[config.mk]
export PLATFORM = sky130hd
export DESIGN_NAME = ctrl_pipe
export DESIGN_NICKNAME = d
export VERILOG_FILES = /design/src/rtl/ctrl_pkg.sv /design/src/rtl/ctrl_decode.sv /design/src/rtl/ctrl_pipe.sv
export SDC_FILE = /design/constraint.sdc
export NUM_CORES = 1
export LEC_CHECK = 0
export BUFFER_PORTS_ARGS = -buffer_cell sky130_fd_sc_hd__buf_2
export CORE_MARGIN = 4
export CORE_UTILIZATION = 45
export DETAILED_ROUTE_END_ITERATION = 6
export HOLD_SLACK_MARGIN = 0.1
export PLACE_DENSITY_LB_ADDON = 0.08
export SLEW_MARGIN = 20
export SYNTH_ARGS = -nofsm -noshare
export SYNTH_HDL_FRONTEND = slang
export SYNTH_HIERARCHICAL = 1
export SYNTH_SLANG_ARGS = --single-unit
[constraint.sdc]
create_clock -name clk -period 3.7 [get_ports clk]
set_clock_uncertainty 0.05 [all_clocks]
set_input_delay 0.925 -clock clk [delete_from_list [all_inputs] [get_ports clk]]
set_output_delay 0.925 -clock clk [all_outputs]
set_load 0.005 [all_outputs]
[src/rtl/ctrl_pkg.sv]
// Shared encodings and control-bundle types for the ctrl_pipe decode/pipeline slice.
// Every field value that crosses a module boundary is defined here.
package ctrl_pkg;

  localparam logic [6:0] OP_LOAD   = 7'b0000011;
  localparam logic [6:0] OP_STORE  = 7'b0100011;
  localparam logic [6:0] OP_R      = 7'b0110011;
  localparam logic [6:0] OP_IMM    = 7'b0010011;
  localparam logic [6:0] OP_LUI    = 7'b0110111;
  localparam logic [6:0] OP_AUIPC  = 7'b0010111;
  localparam logic [6:0] OP_JAL    = 7'b1101111;
  localparam logic [6:0] OP_JALR   = 7'b1100111;
  localparam logic [6:0] OP_BRANCH = 7'b1100011;

  localparam logic [2:0] IMM_I = 3'b000;
  localparam logic [2:0] IMM_S = 3'b001;
  localparam logic [2:0] IMM_B = 3'b010;
  localparam logic [2:0] IMM_U = 3'b011;
  localparam logic [2:0] IMM_J = 3'b100;

  localparam logic [1:0] RES_ALU = 2'b00;
  localparam logic [1:0] RES_MEM = 2'b01;
  localparam logic [1:0] RES_PC4 = 2'b10;

  localparam logic [1:0] SRCA_RS1  = 2'b00;
  localparam logic [1:0] SRCA_PC   = 2'b01;
  localparam logic [1:0] SRCA_ZERO = 2'b10;

  localparam logic [3:0] ALU_ADD  = 4'b0000;
  localparam logic [3:0] ALU_SUB  = 4'b0001;
  localparam logic [3:0] ALU_AND  = 4'b0010;
  localparam logic [3:0] ALU_OR   = 4'b0011;
  localparam logic [3:0] ALU_SLL  = 4'b0100;
  localparam logic [3:0] ALU_SRL  = 4'b0101;
  localparam logic [3:0] ALU_XOR  = 4'b0110;
  localparam logic [3:0] ALU_SLT  = 4'b0111;
  localparam logic [3:0] ALU_SLTU = 4'b1000;
  localparam logic [3:0] ALU_SRA  = 4'b1001;

  typedef struct packed {
    logic       reg_write;
    logic [1:0] result_src;
    logic       mem_write;
    logic [3:0] alu_ctrl;
    logic [1:0] alu_src_a;
    logic       alu_src_b;
    logic       jump;
    logic       jalr;
    logic       branch;
    logic [2:0] br_type;
    logic       illegal;
  } ctrl_t;

  typedef struct packed {
    logic       valid;
    logic       illegal;
    logic       reg_write;
    logic [1:0] result_src;
    logic       mem_write;
  } mem_stage_t;

  typedef struct packed {
    logic       valid;
    logic       illegal;
    logic       reg_write;
    logic [1:0] result_src;
  } wb_stage_t;

  // Branch condition from funct3 and the E-stage ALU flags.
  function automatic logic br_taken(input logic [2:0] br_type, input logic zero,
                                    input logic lt, input logic ltu);
    logic taken;
    case (br_type)
      3'b000:  taken = zero;
      3'b001:  taken = ~zero;
      3'b100:  taken = lt;
      3'b101:  taken = ~lt;
      3'b110:  taken = ltu;
      3'b111:  taken = ~ltu;
      default: taken = 1'b0;
    endcase
    return taken;
  endfunction

endpackage

[src/rtl/ctrl_decode.sv]
// Combinational RV32I subset decoder producing the immediate selector and D-stage control bundle.
// Illegal encodings yield an all-zero bundle with only the illegal flag set.
module ctrl_decode
  import ctrl_pkg::*;
#(
  parameter int FULL_ALU = 1,
  parameter int FULL_BR  = 1
) (
  input  logic [31:0] instr,
  output logic [2:0]  imm_src,
  output ctrl_t       ctrl
);

  localparam logic FULL_ALU_B = (FULL_ALU != 0);
  localparam logic FULL_BR_B  = (FULL_BR != 0);

  logic [6:0] opcode;
  logic [2:0] funct3;
  logic [6:0] funct7;
  logic [4:0] rd;
  logic       legal;
  logic       unused_reg_fields;

  assign opcode            = instr[6:0];
  assign rd                = instr[11:7];
  assign funct3            = instr[14:12];
  assign funct7            = instr[31:25];
  assign unused_reg_fields = ^instr[24:15];

  always_comb begin
    ctrl    = '0;
    imm_src = IMM_I;
    legal   = 1'b1;
    case (opcode)
      OP_R: begin
        ctrl.reg_write = 1'b1;
        case ({funct7, funct3})
          10'b0000000_000: ctrl.alu_ctrl = ALU_ADD;
          10'b0100000_000: ctrl.alu_ctrl = ALU_SUB;
          10'b0000000_111: ctrl.alu_ctrl = ALU_AND;
          10'b0000000_110: ctrl.alu_ctrl = ALU_OR;
          10'b0000000_001: ctrl.alu_ctrl = ALU_SLL;
          10'b0000000_101: ctrl.alu_ctrl = ALU_SRL;
          10'b0000000_100: begin ctrl.alu_ctrl = ALU_XOR;  legal = FULL_ALU_B; end
          10'b0000000_010: begin ctrl.alu_ctrl = ALU_SLT;  legal = FULL_ALU_B; end
          10'b0000000_011: begin ctrl.alu_ctrl = ALU_SLTU; legal = FULL_ALU_B; end
          10'b0100000_101: begin ctrl.alu_ctrl = ALU_SRA;  legal = FULL_ALU_B; end
          default:         legal = 1'b0;
        endcase
      end
      OP_IMM: begin
        ctrl.reg_write = 1'b1;
        ctrl.alu_src_b = 1'b1;
        case (funct3)
          3'b000: ctrl.alu_ctrl = ALU_ADD;
          3'b111: ctrl.alu_ctrl = ALU_AND;
          3'b110: ctrl.alu_ctrl = ALU_OR;
          3'b100: begin ctrl.alu_ctrl = ALU_XOR;  legal = FULL_ALU_B; end
          3'b010: begin ctrl.alu_ctrl = ALU_SLT;  legal = FULL_ALU_B; end
          3'b011: begin ctrl.alu_ctrl = ALU_SLTU; legal = FULL_ALU_B; end
          3'b001: begin ctrl.alu_ctrl = ALU_SLL;  legal = (funct7 == 7'b0000000); end
          3'b101: begin
            // Shift-immediates reuse funct7 to pick logical vs arithmetic.
            if (funct7 == 7'b0000000) begin
              ctrl.alu_ctrl = ALU_SRL;
            end else if (funct7 == 7'b0100000) begin
              ctrl.alu_ctrl = ALU_SRA;
              legal         = FULL_ALU_B;
            end else begin
              legal = 1'b0;
            end
          end
          default: legal = 1'b0;
        endcase
      end
      OP_LOAD: begin
        ctrl.reg_write  = 1'b1;
        ctrl.result_src = RES_MEM;
        ctrl.alu_src_b  = 1'b1;
        legal           = (funct3 == 3'b010);
      end
      OP_STORE: begin
        ctrl.mem_write = 1'b1;
        ctrl.alu_src_b = 1'b1;
        imm_src        = IMM_S;
        legal          = (funct3 == 3'b010);
      end
      OP_LUI: begin
        ctrl.reg_write = 1'b1;
        ctrl.alu_src_a = SRCA_ZERO;
        ctrl.alu_src_b = 1'b1;
        imm_src        = IMM_U;
      end
      OP_AUIPC: begin
        ctrl.reg_write = 1'b1;
        ctrl.alu_src_a = SRCA_PC;
        ctrl.alu_src_b = 1'b1;
        imm_src        = IMM_U;
      end
      OP_JAL: begin
        ctrl.reg_write  = 1'b1;
        ctrl.result_src = RES_PC4;
        ctrl.alu_src_a  = SRCA_PC;
        ctrl.alu_src_b  = 1'b1;
        ctrl.jump       = 1'b1;
        imm_src         = IMM_J;
      end
      OP_JALR: begin
        ctrl.reg_write  = 1'b1;
        ctrl.result_src = RES_PC4;
        ctrl.alu_src_b  = 1'b1;
        ctrl.jump       = 1'b1;
        ctrl.jalr       = 1'b1;
        legal           = (funct3 == 3'b000);
      end
      OP_BRANCH: begin
        ctrl.branch   = 1'b1;
        ctrl.alu_ctrl = ALU_SUB;
        ctrl.br_type  = funct3;
        imm_src       = IMM_B;
        case (funct3)
          3'b000, 3'b001:                 legal = 1'b1;
          3'b100, 3'b101, 3'b110, 3'b111: legal = FULL_BR_B;
          default:                        legal = 1'b0;
        endcase
      end
      default: legal = 1'b0;
    endcase

    if (!legal) begin
      ctrl         = '0;
      ctrl.illegal = 1'b1;
      imm_src      = IMM_I;
    end else begin
      ctrl.reg_write = ctrl.reg_write & (rd != 5'd0);
    end
  end

endmodule

[src/rtl/ctrl_pipe.sv]
// D->E->M->W control pipeline around ctrl_decode, with E-stage branch resolution.
// Flush or an invalid D slot loads an all-zero bubble into E; M and W keep advancing.
module ctrl_pipe
  import ctrl_pkg::*;
#(
  parameter int FULL_ALU = 1,
  parameter int FULL_BR  = 1
) (
  input  logic        clk,
  input  logic        rst_n,
  input  logic [31:0] instr_d,
  input  logic        valid_d,
  input  logic        flush_e,
  input  logic        zero_e,
  input  logic        lt_e,
  input  logic        ltu_e,
  output logic [2:0]  imm_src_d,
  output logic        illegal_d,
  output logic        reg_write_e,
  output logic        reg_write_m,
  output logic        reg_write_w,
  output logic [1:0]  result_src_e,
  output logic [1:0]  result_src_m,
  output logic [1:0]  result_src_w,
  output logic        mem_write_e,
  output logic        mem_write_m,
  output logic [3:0]  alu_ctrl_e,
  output logic [1:0]  alu_src_a_e,
  output logic        alu_src_b_e,
  output logic        jump_e,
  output logic        jalr_e,
  output logic        branch_e,
  output logic        pc_src_e,
  output logic        valid_e,
  output logic        valid_m,
  output logic        valid_w,
  output logic        illegal_w
);

  ctrl_t      ctrl_dec;
  ctrl_t      e_d, e_q;
  logic       valid_e_d, valid_e_q;
  mem_stage_t m_d, m_q;
  wb_stage_t  w_d, w_q;

  ctrl_decode #(
    .FULL_ALU(FULL_ALU),
    .FULL_BR (FULL_BR)
  ) u_decode (
    .instr  (instr_d),
    .imm_src(imm_src_d),
    .ctrl   (ctrl_dec)
  );

  assign illegal_d = ctrl_dec.illegal;

  always_comb begin
    if (flush_e || !valid_d) begin
      e_d       = '0;
      valid_e_d = 1'b0;
    end else begin
      e_d       = ctrl_dec;
      valid_e_d = 1'b1;
    end
    m_d.valid      = valid_e_q;
    m_d.illegal    = e_q.illegal;
    m_d.reg_write  = e_q.reg_write;
    m_d.result_src = e_q.result_src;
    m_d.mem_write  = e_q.mem_write;
    w_d.valid      = m_q.valid;
    w_d.illegal    = m_q.illegal;
    w_d.reg_write  = m_q.reg_write;
    w_d.result_src = m_q.result_src;
  end

  always_ff @(posedge clk or negedge rst_n) begin
    if (!rst_n) begin
      e_q       <= '0;
      valid_e_q <= 1'b0;
      m_q       <= '0;
      w_q       <= '0;
    end else begin
      e_q       <= e_d;
      valid_e_q <= valid_e_d;
      m_q       <= m_d;
      w_q       <= w_d;
    end
  end

  assign reg_write_e  = e_q.reg_write;
  assign result_src_e = e_q.result_src;
  assign mem_write_e  = e_q.mem_write;
  assign alu_ctrl_e   = e_q.alu_ctrl;
  assign alu_src_a_e  = e_q.alu_src_a;
  assign alu_src_b_e  = e_q.alu_src_b;
  assign jump_e       = e_q.jump;
  assign jalr_e       = e_q.jalr;
  assign branch_e     = e_q.branch;
  assign valid_e      = valid_e_q;
  assign pc_src_e     = valid_e_q &
                        (e_q.jump | (e_q.branch & br_taken(e_q.br_type, zero_e, lt_e, ltu_e)));

  assign reg_write_m  = m_q.reg_write;
  assign result_src_m = m_q.result_src;
  assign mem_write_m  = m_q.mem_write;
  assign valid_m      = m_q.valid;

  assign reg_write_w  = w_q.reg_write;
  assign result_src_w = w_q.result_src;
  assign valid_w      = w_q.valid;
  assign illegal_w    = w_q.illegal;

endmodule

==> reports/metrics.cfg, run 1 <==
[run_status]
status = completed

[logic_synthesis]
yosys_warnings = 6
ys_types = 41
yosys-top-cells-area = dfrtp_1 (48%), and2_1 (9.3%), buf_4 (5.8%)
synth_edf_count = 0
ys_async_sr_fraction_pct = 100.0
syn_area_sq_um = 1551
synthesis.nets = 190
yosysTopAreaCell = dfrtp_1
synthFlopType = dfrtp_1
postSynthCellCount = 151
synth.yosys.seq_area_share_pct = 48.39
yosysTopAreaCellShare_pct = 48.39
ys_seq_elements = 30
avgSynthCellArea_sq_um = 10.27

[placed_design]
place_area_sq_um = 1815
dp_hpwl_microns = 2438
gp_congestion = 0.8306
io_buffer_count = 58

[floorplanning]
die_h_microns = 66.72
die_area_sq_um = 4451
coreArea_sq_um = 3337
io_pins = 69
die_x_microns = 66.72
rows = 21
start_util_pct = 46.49

[global_route]
overflow = 0
grt_usage_pct = 15.96
grt_pass1_vias = 1235
grt_start_max_net_pins = 31
antenna_found_initial = 0
grt_pass1_wl_microns = 5319

[sta]
hold_viol_final = 0
period_share_pct = 94.75
rsz0062_at_grt = no
finalMaxSlewViolations = 0
tns_ns = 0
period_minus_slack_ns = 3.506
slew_headroom_pct = 41.98
timing.fmax_mhz = 285.2
tightest_slew_ns = 0.8685
setup_viol = 0

[worst_setup_path]
reg2reg_depth = 0
endpoint = imm_src_d[0]
worstPathArrival_ns = 2.53
cp_max_fo = 3
crit_type = primary input to output pin
rrSetupSlack_ns = 3.15
critPathRequiredTime_ns = 2.72
startpoint = instr_d[25]
r2r_start = valid_e
worstSetupStartpointType = primary input
end_kind = output pin
rr_endpoint = valid_m

[clocking]
ctsResizeCount = 0
cts.htree.levels = 2
cts_setup_buffers = 0
cts_tree = done
postCtsHoldBufs = 0
clk_pin_slew_ns = 0.09
root_buffer = clkbuf_4
cts_num_sinks = 30
insertion_delay_ns = 0.32
cts_max_path_buffers = 2
cts-buffers-inserted = 5

[pwr]
ir_drop_uv = 151.2
p_leak_nw = 0.9920
finalPower_w = 0.0007290
powerDensity_nw_per_um2 = 378.4

[final_layout]
final_nets = 241
area_growth_pct = 24.19
final_common_cell = buf_2
layout-drive-gt1-share_pct = 39.41
post-route-cell-area_sq_um = 1927
mostFrequentLayoutCells = buf_2 (58), dfrtp_1 (30), and2_1 (23), nor2_1 (9)
fin_util_pct = 57.74
antennaDiodeCount = 0

[detailed_routing]
vias_per_cell = 5.032
wl_per_cell_microns = 12.57
dr_total_vias = 1253
drt_wl_total_microns = 3130
ant_nets = 0
drc_errors = 0
drt_iter0_drc = 60
drt_first_pass_iters = 4

[hold_path]
hp-class = flip-flop to flip-flop

[flow_run]
cap_violations = 0

-- layer usage --
metal / wire (microns) / track usage [%] / up-vias
li1: - / - / 610
met1: 1297 / 18.33 / 579
met2: 1482 / 25.99 / 58
met3: 298 / 5.059 / 6
met4: 51 / 9.137 / 0
met5: 0 / 0 / -
-- synthesized netlist by cell type (2+ instances only) --
master	instances
nor3_2	2
nand3_1	2
buf_2	3
nand2_1	6
o21a_1	2
and2_1	23
inv_1	4
dfrtp_1	30
or4_4	2
nand3b_1	4
o21ai_0	3
xor2_1	3
nor3_1	6
a21oi_1	6
nor4_1	2
a31oi_1	2
clkbuf_1	2
nor4bb_1	2
nor2b_1	3
o22a_1	2
nand2b_1	2
buf_4	12
nor2_1	9
nor4_2	2
-- through the flow --
stage                     setup slack (ns)  instances  hold slack (ns)
final                               0.1943        249           0.3056
after global routing               0.09340        249           0.3219
after floorplan                     0.3879        151           0.2812
after global placement              0.2056        241           0.2840
after detailed placement            0.1889        241           0.2873
after CTS                           0.1870        249           0.3111
-- power by group --
part / switching, W / internal (W) / total, W
Combinational: 0.0000376 / 0.0000252 / 0.0000627
Sequential: 0.00000115 / 0.000331 / 0.000332
Clock: 0.000105 / 0.000229 / 0.000334
Total: 0.000144 / 0.000585 / 0.000729
-- worst min path at each step --
stage	startpoint	endpoint	slack [ns]	depth (start not counted)
2_1_floorplan	m_q[4]	illegal_w	0.28	0
3_3_place_gp	e_q[0]	m_q[4]	0.28	0
3_5_place_dp	e_q[0]	m_q[4]	0.29	0
4_1_cts	e_q[0]	m_q[4]	0.31	0
5_1_grt	e_q[0]	m_q[4]	0.32	0
6_report	e_q[0]	m_q[4]	0.31	0
-- critical path: stages --
cell and delay (ns):
buf_2 0.10, or4_4 0.53, and4bb_1 0.34, a21boi_1 0.20
nor4bb_2 0.08, o32ai_2 0.19, buf_2 0.15
-- flip-flops by register name, summed over array words and instances, names as in the netlist, 2 cells and up --
signal and flops:
e_q 4, alu_ctrl_e 4, result_src_m 2, alu_src_a_e 2, result_src_e 2, result_src_w 2
-- area by class of cell --
type                    count  area (sq um)
clock buffers               6         51.30
clock inverters             2         60.06
fillers                   301          1410
inverters                   4         15.01
multi-input cells         100         679.4
flip-flops and latches     30         750.7
well taps                  46         57.56
repair buffers             61         312.8
-- kinds of logic after synthesis --
group	share of synthesized area (%)
flip-flops	48.39
buffers and inverters	8.226
XOR/XNOR	2.258
AO/OA/AOI/OAI	11.37
AND/OR/NAND/NOR	29.76
Note: power is estimated with default switching activity, not from simulation.
==> run 2: changes to the inputs <==
--- a/config.mk
+++ b/config.mk
@@ -8,9 +8,10 @@
 export BUFFER_PORTS_ARGS = -buffer_cell sky130_fd_sc_hd__buf_2
 export CORE_MARGIN = 4
 export CORE_UTILIZATION = 45
+export CTS_BUF_LIST = sky130_fd_sc_hd__clkbuf_4 sky130_fd_sc_hd__clkbuf_8
 export DETAILED_ROUTE_END_ITERATION = 6
 export HOLD_SLACK_MARGIN = 0.1
-export PLACE_DENSITY_LB_ADDON = 0.08
+export PLACE_DENSITY = 0.77
 export SLEW_MARGIN = 20
 export SYNTH_ARGS = -nofsm -noshare
 export SYNTH_HDL_FRONTEND = slang
==> run 2 against run 1 <==
Effect of this change:
- clock power shrank 40%
- via count shrank 1.6%
- non-clock buffer count is the same
- combinational power is essentially flat
- clock-buffer cell count grew 1
- fmax shrank 0.61%
- critical path depth is the same
- register-to-register slack is essentially flat
- hold slack is essentially flat
- largest cell class unchanged
- sequential share of layout area grew 0.99 points
==> reports/metrics.cfg, run 2 (same netlist as run 1, synthesis figures left out) <==
[worst_setup_path]
critPathRequiredTime_ns = 2.72
cp_max_fo = 3
worstSetupStartpointType = primary input
startpoint = instr_d[25]
end_kind = output pin
worstPathArrival_ns = 2.55
crit_type = primary input to output pin
rrSetupSlack_ns = 3.14
reg2reg_depth = 0
endpoint = imm_src_d[0]
r2r_start = valid_e
rr_endpoint = valid_m

[detailed_routing]
vias_per_cell = 4.952
wl_per_cell_microns = 12.19
drt_first_pass_iters = 4
drc_errors = 0
drt_wl_total_microns = 3035
dr_total_vias = 1233
ant_nets = 0
drt_iter0_drc = 47

[sta]
finalMaxSlewViolations = 0
period_minus_slack_ns = 3.527
tightest_slew_ns = 0.9084
setup_viol = 0
whs_ns = 0.3054
period_share_pct = 95.33
timing.fmax_mhz = 283.5
rsz0062_at_grt = no
slew_headroom_pct = 39.31
hold_viol_final = 0
tns_ns = 0

[global_route]
grt_pass1_wl_microns = 5092
antenna_found_initial = 0
grt_usage_pct = 15.43
grt_start_max_net_pins = 31
grt_pass1_vias = 1203
overflow = 0

[pwr]
comb_power_share_pct = 10.5
seqPwrFrac_pct = 55.7
powerDensity_nw_per_um2 = 317.5
netSwitchingFraction_pct = 23.65
intPower_w = 0.0004556
p_sw_w = 0.0001412
p_leak_nw = 0.9722
p_clk_share_pct = 33.8
ir_drop_uv = 111.1

[clocking]
cts_max_path_buffers = 2
cts.htree.levels = 2
postCtsHoldBufs = 0
cts-buffers-inserted = 5
root_buffer = clkbuf_4
cts_tree = done
insertion_delay_ns = 0.32
cts_num_sinks = 30
clk_pin_slew_ns = 0.09
cts_setup_buffers = 0
ctsResizeCount = 0

[final_layout]
nFillCells = 332
mostFrequentLayoutCells = buf_2 (58), dfrtp_1 (30), and2_1 (23), nor2_1 (9)
antennaDiodeCount = 0
area_growth_pct = 21.13
stdcell_count = 249
layout-drive-gt1-share_pct = 39.41
final_nets = 241
final_common_cell = buf_2

[floorplanning]
start_util_pct = 46.49
rows = 21
die_h_microns = 66.72
coreArea_sq_um = 3337
die_x_microns = 66.72
die_area_sq_um = 4451
io_pins = 69

[flow_run]
cap_violations = 0

[hold_path]
min_path_cells = 0
hp-class = flip-flop to flip-flop

[placed_design]
io_buffer_count = 58
gp_congestion = 0.8690
dp_cells = 241

[run_status]
status = completed

## run 2: cell count changes in the layout (fill, tap and decap cells not counted), sizes merged
cell | previous run | this run
clkbuf | 6 | 7
clkinv | 0 | 1
bufinv | 2 | 0
## run 2: power groups by stage
stage	clock (W)	combinational, W	sequential (W)
finish	0.000202	0.0000628	0.000332
global route	0.000229	0.0000708	0.000333
CTS	0.000211	0.0000636	0.000332
detailed placement	0	0.0000632	0.000339
global placement	0	0.0000621	0.000339
floorplan	0	0.0000294	0.000339
## run 2: worst max-delay path, cell delays in order
cell       delay [ns]
buf_2            0.09
or4_4            0.53
a2111oi_1        0.40
o31a_1           0.20
nor4bb_2         0.07
o32ai_2          0.19
buf_2            0.15
## run 2: per-layer routing
layer | track usage, % | part of all wire [%] | vias to the layer above
met4 | 10.66 | 1.2 | 0
li1 | - | - | 613
met3 | 3.373 | 9.2 | 4
met5 | 0 | 0 | -
met1 | 18.13 | 44 | 563
met2 | 24.88 | 46 | 53
## run 2: worst min path at each step
stage / start / end
2_1_floorplan: m_q[4] / illegal_w
3_3_place_gp: m_q[4] / illegal_w
3_5_place_dp: m_q[4] / illegal_w
4_1_cts: e_q[0] / m_q[4]
5_1_grt: m_q[4] / illegal_w
6_report: m_q[4] / illegal_w
## run 2: layout make-up
cell class	count	area, sq um	share of cell area [%]
inverters	4	15.01	0.7989
clock buffers	7	58.81	3.129
repair buffers	61	312.8	16.64
flip-flops and latches	30	750.7	39.95
multi-input cells	100	679.4	36.15
clock inverters	1	5.005	0.2663
well taps	46	57.56	3.063
## run 2: per-stage QoR
stage	power (W)	setup slack [ns]	utilization (%)	area [sq um]
after floorplan	0.0003687	0.3879	-	1551
after global placement	0.0004010	0.1841	54.41	1815
after detailed placement	0.0004022	0.1752	54.41	1815
after CTS	0.0006074	0.1804	56.32	1879
after global routing	0.0006326	0.07324	56.32	1879
final	0.0005968	0.1727	56.32	1879
==> run 3: changes to the inputs <==
--- a/config.mk
+++ b/config.mk
@@ -5,11 +5,11 @@
 export SDC_FILE = /design/constraint.sdc
 export NUM_CORES = 1
 export LEC_CHECK = 0
-export BUFFER_PORTS_ARGS = -buffer_cell sky130_fd_sc_hd__buf_2
 export CORE_MARGIN = 4
-export CORE_UTILIZATION = 45
-export CTS_BUF_LIST = sky130_fd_sc_hd__clkbuf_4 sky130_fd_sc_hd__clkbuf_8
+export CORE_UTILIZATION = 61
+export CTS_BUF_LIST = sky130_fd_sc_hd__clkbuf_8 sky130_fd_sc_hd__clkbuf_16
 export DETAILED_ROUTE_END_ITERATION = 6
+export DONT_BUFFER_PORTS = 1
 export HOLD_SLACK_MARGIN = 0.1
 export PLACE_DENSITY = 0.77
 export SLEW_MARGIN = 20
==> run 3 against run 2 <==
Effect of this change:
- die area shrank 23%
- critical path type unchanged
- register-to-register slack got worse by 0.02 ns
- power increased by 0.46%
- via count shrank 19%
- setup slack improved by 0.22 ns
- non-clock buffer count shrank 59
- clock power is 17% higher
- critical path depth shrank 2
- fmax is 6.7% higher
- clock-buffer cell count fell by 2
==> reports/metrics.cfg, run 3 (same netlist as run 1, synthesis figures left out) <==
[clocking]
postCtsHoldBufs = 0
cts-buffers-inserted = 5
cts_max_path_buffers = 2
cts_num_sinks = 30
root_buffer = clkbuf_8
insertion_delay_ns = 0.28
clk_pin_slew_ns = 0.06
cts_tree = done
ctsResizeCount = 0
cts.htree.levels = 2
cts_setup_buffers = 0

[floorplanning]
die_h_microns = 58.43
coreArea_sq_um = 2455
die_area_sq_um = 3414
start_util_pct = 63.20
die_x_microns = 58.43
rows = 18
io_pins = 69

[final_layout]
register_area_sq_um = 750.7
final_nets = 182
mostFrequentLayoutCells = dfrtp_1 (30), and2_1 (23), nor2_1 (9)
area_growth_pct = 1.613
final_common_cell = dfrtp_1
multi_input_area_sq_um = 679.4
layout-drive-gt1-share_pct = 13.99
nFillCells = 195
antennaDiodeCount = 0

[sta]
slew_headroom_pct = 47.91
timing.fmax_mhz = 302.4
tns_ns = 0
period_share_pct = 89.37
tightest_slew_ns = 0.7798
finalMaxSlewViolations = 0
rsz0062_at_grt = no
period_minus_slack_ns = 3.307
hold_viol_final = 0
setup_viol = 0
finalWorstSetupSlack_ns = 0.3935

[worst_setup_path]
critPathRequiredTime_ns = 2.72
crit_type = primary input to output pin
worstPathArrival_ns = 2.33
cp_max_fo = 3
worstSetupStartpointType = primary input
end_kind = output pin

[hold_path]
hp-class = primary input to async pin

[pwr]
powerDensity_nw_per_um2 = 380.3
p_leak_nw = 0.7015
ir_drop_uv = 325.0
finalPower_w = 0.0005995

[global_route]
overflow = 0
antenna_found_initial = 0
grt.met1_usage_pct = 19.57
grt_pass1_vias = 1013
met2_usage_pct = 28.07
met3_usage_pct = 8.991
grt_start_max_net_pins = 31
grt_usage_pct = 17.46
grt.busiest_layer = met2
grt_pass1_wl_microns = 4512

[placed_design]
io_buffer_count = 0
dp_hpwl_microns = 2176
pre_cts_ws_ns = 0.3779
gp_congestion = 0.8015

[detailed_routing]
wl_per_cell_microns = 16.22
drc_errors = 0
drt_first_pass_iters = 4
drt_iter0_drc = 17
ant_nets = 0
dr_total_vias = 1003
vias_per_cell = 5.798
drt_wl_total_microns = 2806

[flow_run]
cap_violations = 0

[run_status]
status = completed

[run 3: final timing paths]
kind | cells past startpoint | endpoint | slack, ns | start
max in group asynchronous | 0 | valid_e | 3.23 | rst_n
setup reg to reg | 0 | reg_write_m | 3.12 | reg_write_e
hold reg to reg | 0 | m_q[4] | 0.31 | e_q[0]
hold / removal | 0 | result_src_w[1] | 0.29 | rst_n
setup / recovery | 5 | imm_src_d[0] | 0.39 | instr_d[25]
min in group clk | 0 | m_q[4] | 0.31 | e_q[0]
[run 3: area by class of cell]
type / count / area share (%)
Sequential cell: 30 / 47.62
Multi-Input combinational cell: 100 / 43.10
Clock buffer: 5 / 4.365
Tap cell: 30 / 2.381
Timing Repair Buffer: 2 / 0.9524
Inverter: 4 / 0.9524
Clock inverter: 2 / 0.6349
[run 3: per-layer routing]
| metal | vias up | part of all wire (%) | wire length (microns) |
|---|---|---|---|
| li1 | 493 | - | - |
| met1 | 456 | 40 | 1131 |
| met2 | 49 | 46 | 1301 |
| met3 | 5 | 12 | 332 |
| met4 | 0 | 1.5 | 41 |
| met5 | - | 0 | 0 |
[run 3: power by group]
part | total, W | internal, W | switching, W
combinational | 0.0000293 | 0.0000127 | 0.0000166
clock | 0.000236 | 0.000126 | 0.000111
sequential | 0.000334 | 0.000332 | 0.00000198
[run 3: worst max-delay path, cell delays in order]
cell	delay (ns)
or4_4	0.52
a2111oi_1	0.39
o31a_1	0.20
nor4bb_2	0.06
o32ai_2	0.23
[run 3: through the flow]
step	cell area, sq um	instances	util [%]	hold slack (ns)
after floorplan	1551	151	-	0.2812
after CTS	1577	173	64.22	0.2883
after global routing	1577	173	64.22	0.2763
after detailed placement	1498	166	61.01	0.2918
after global placement	1498	166	61.01	0.2815
final	1577	173	64.22	0.2880
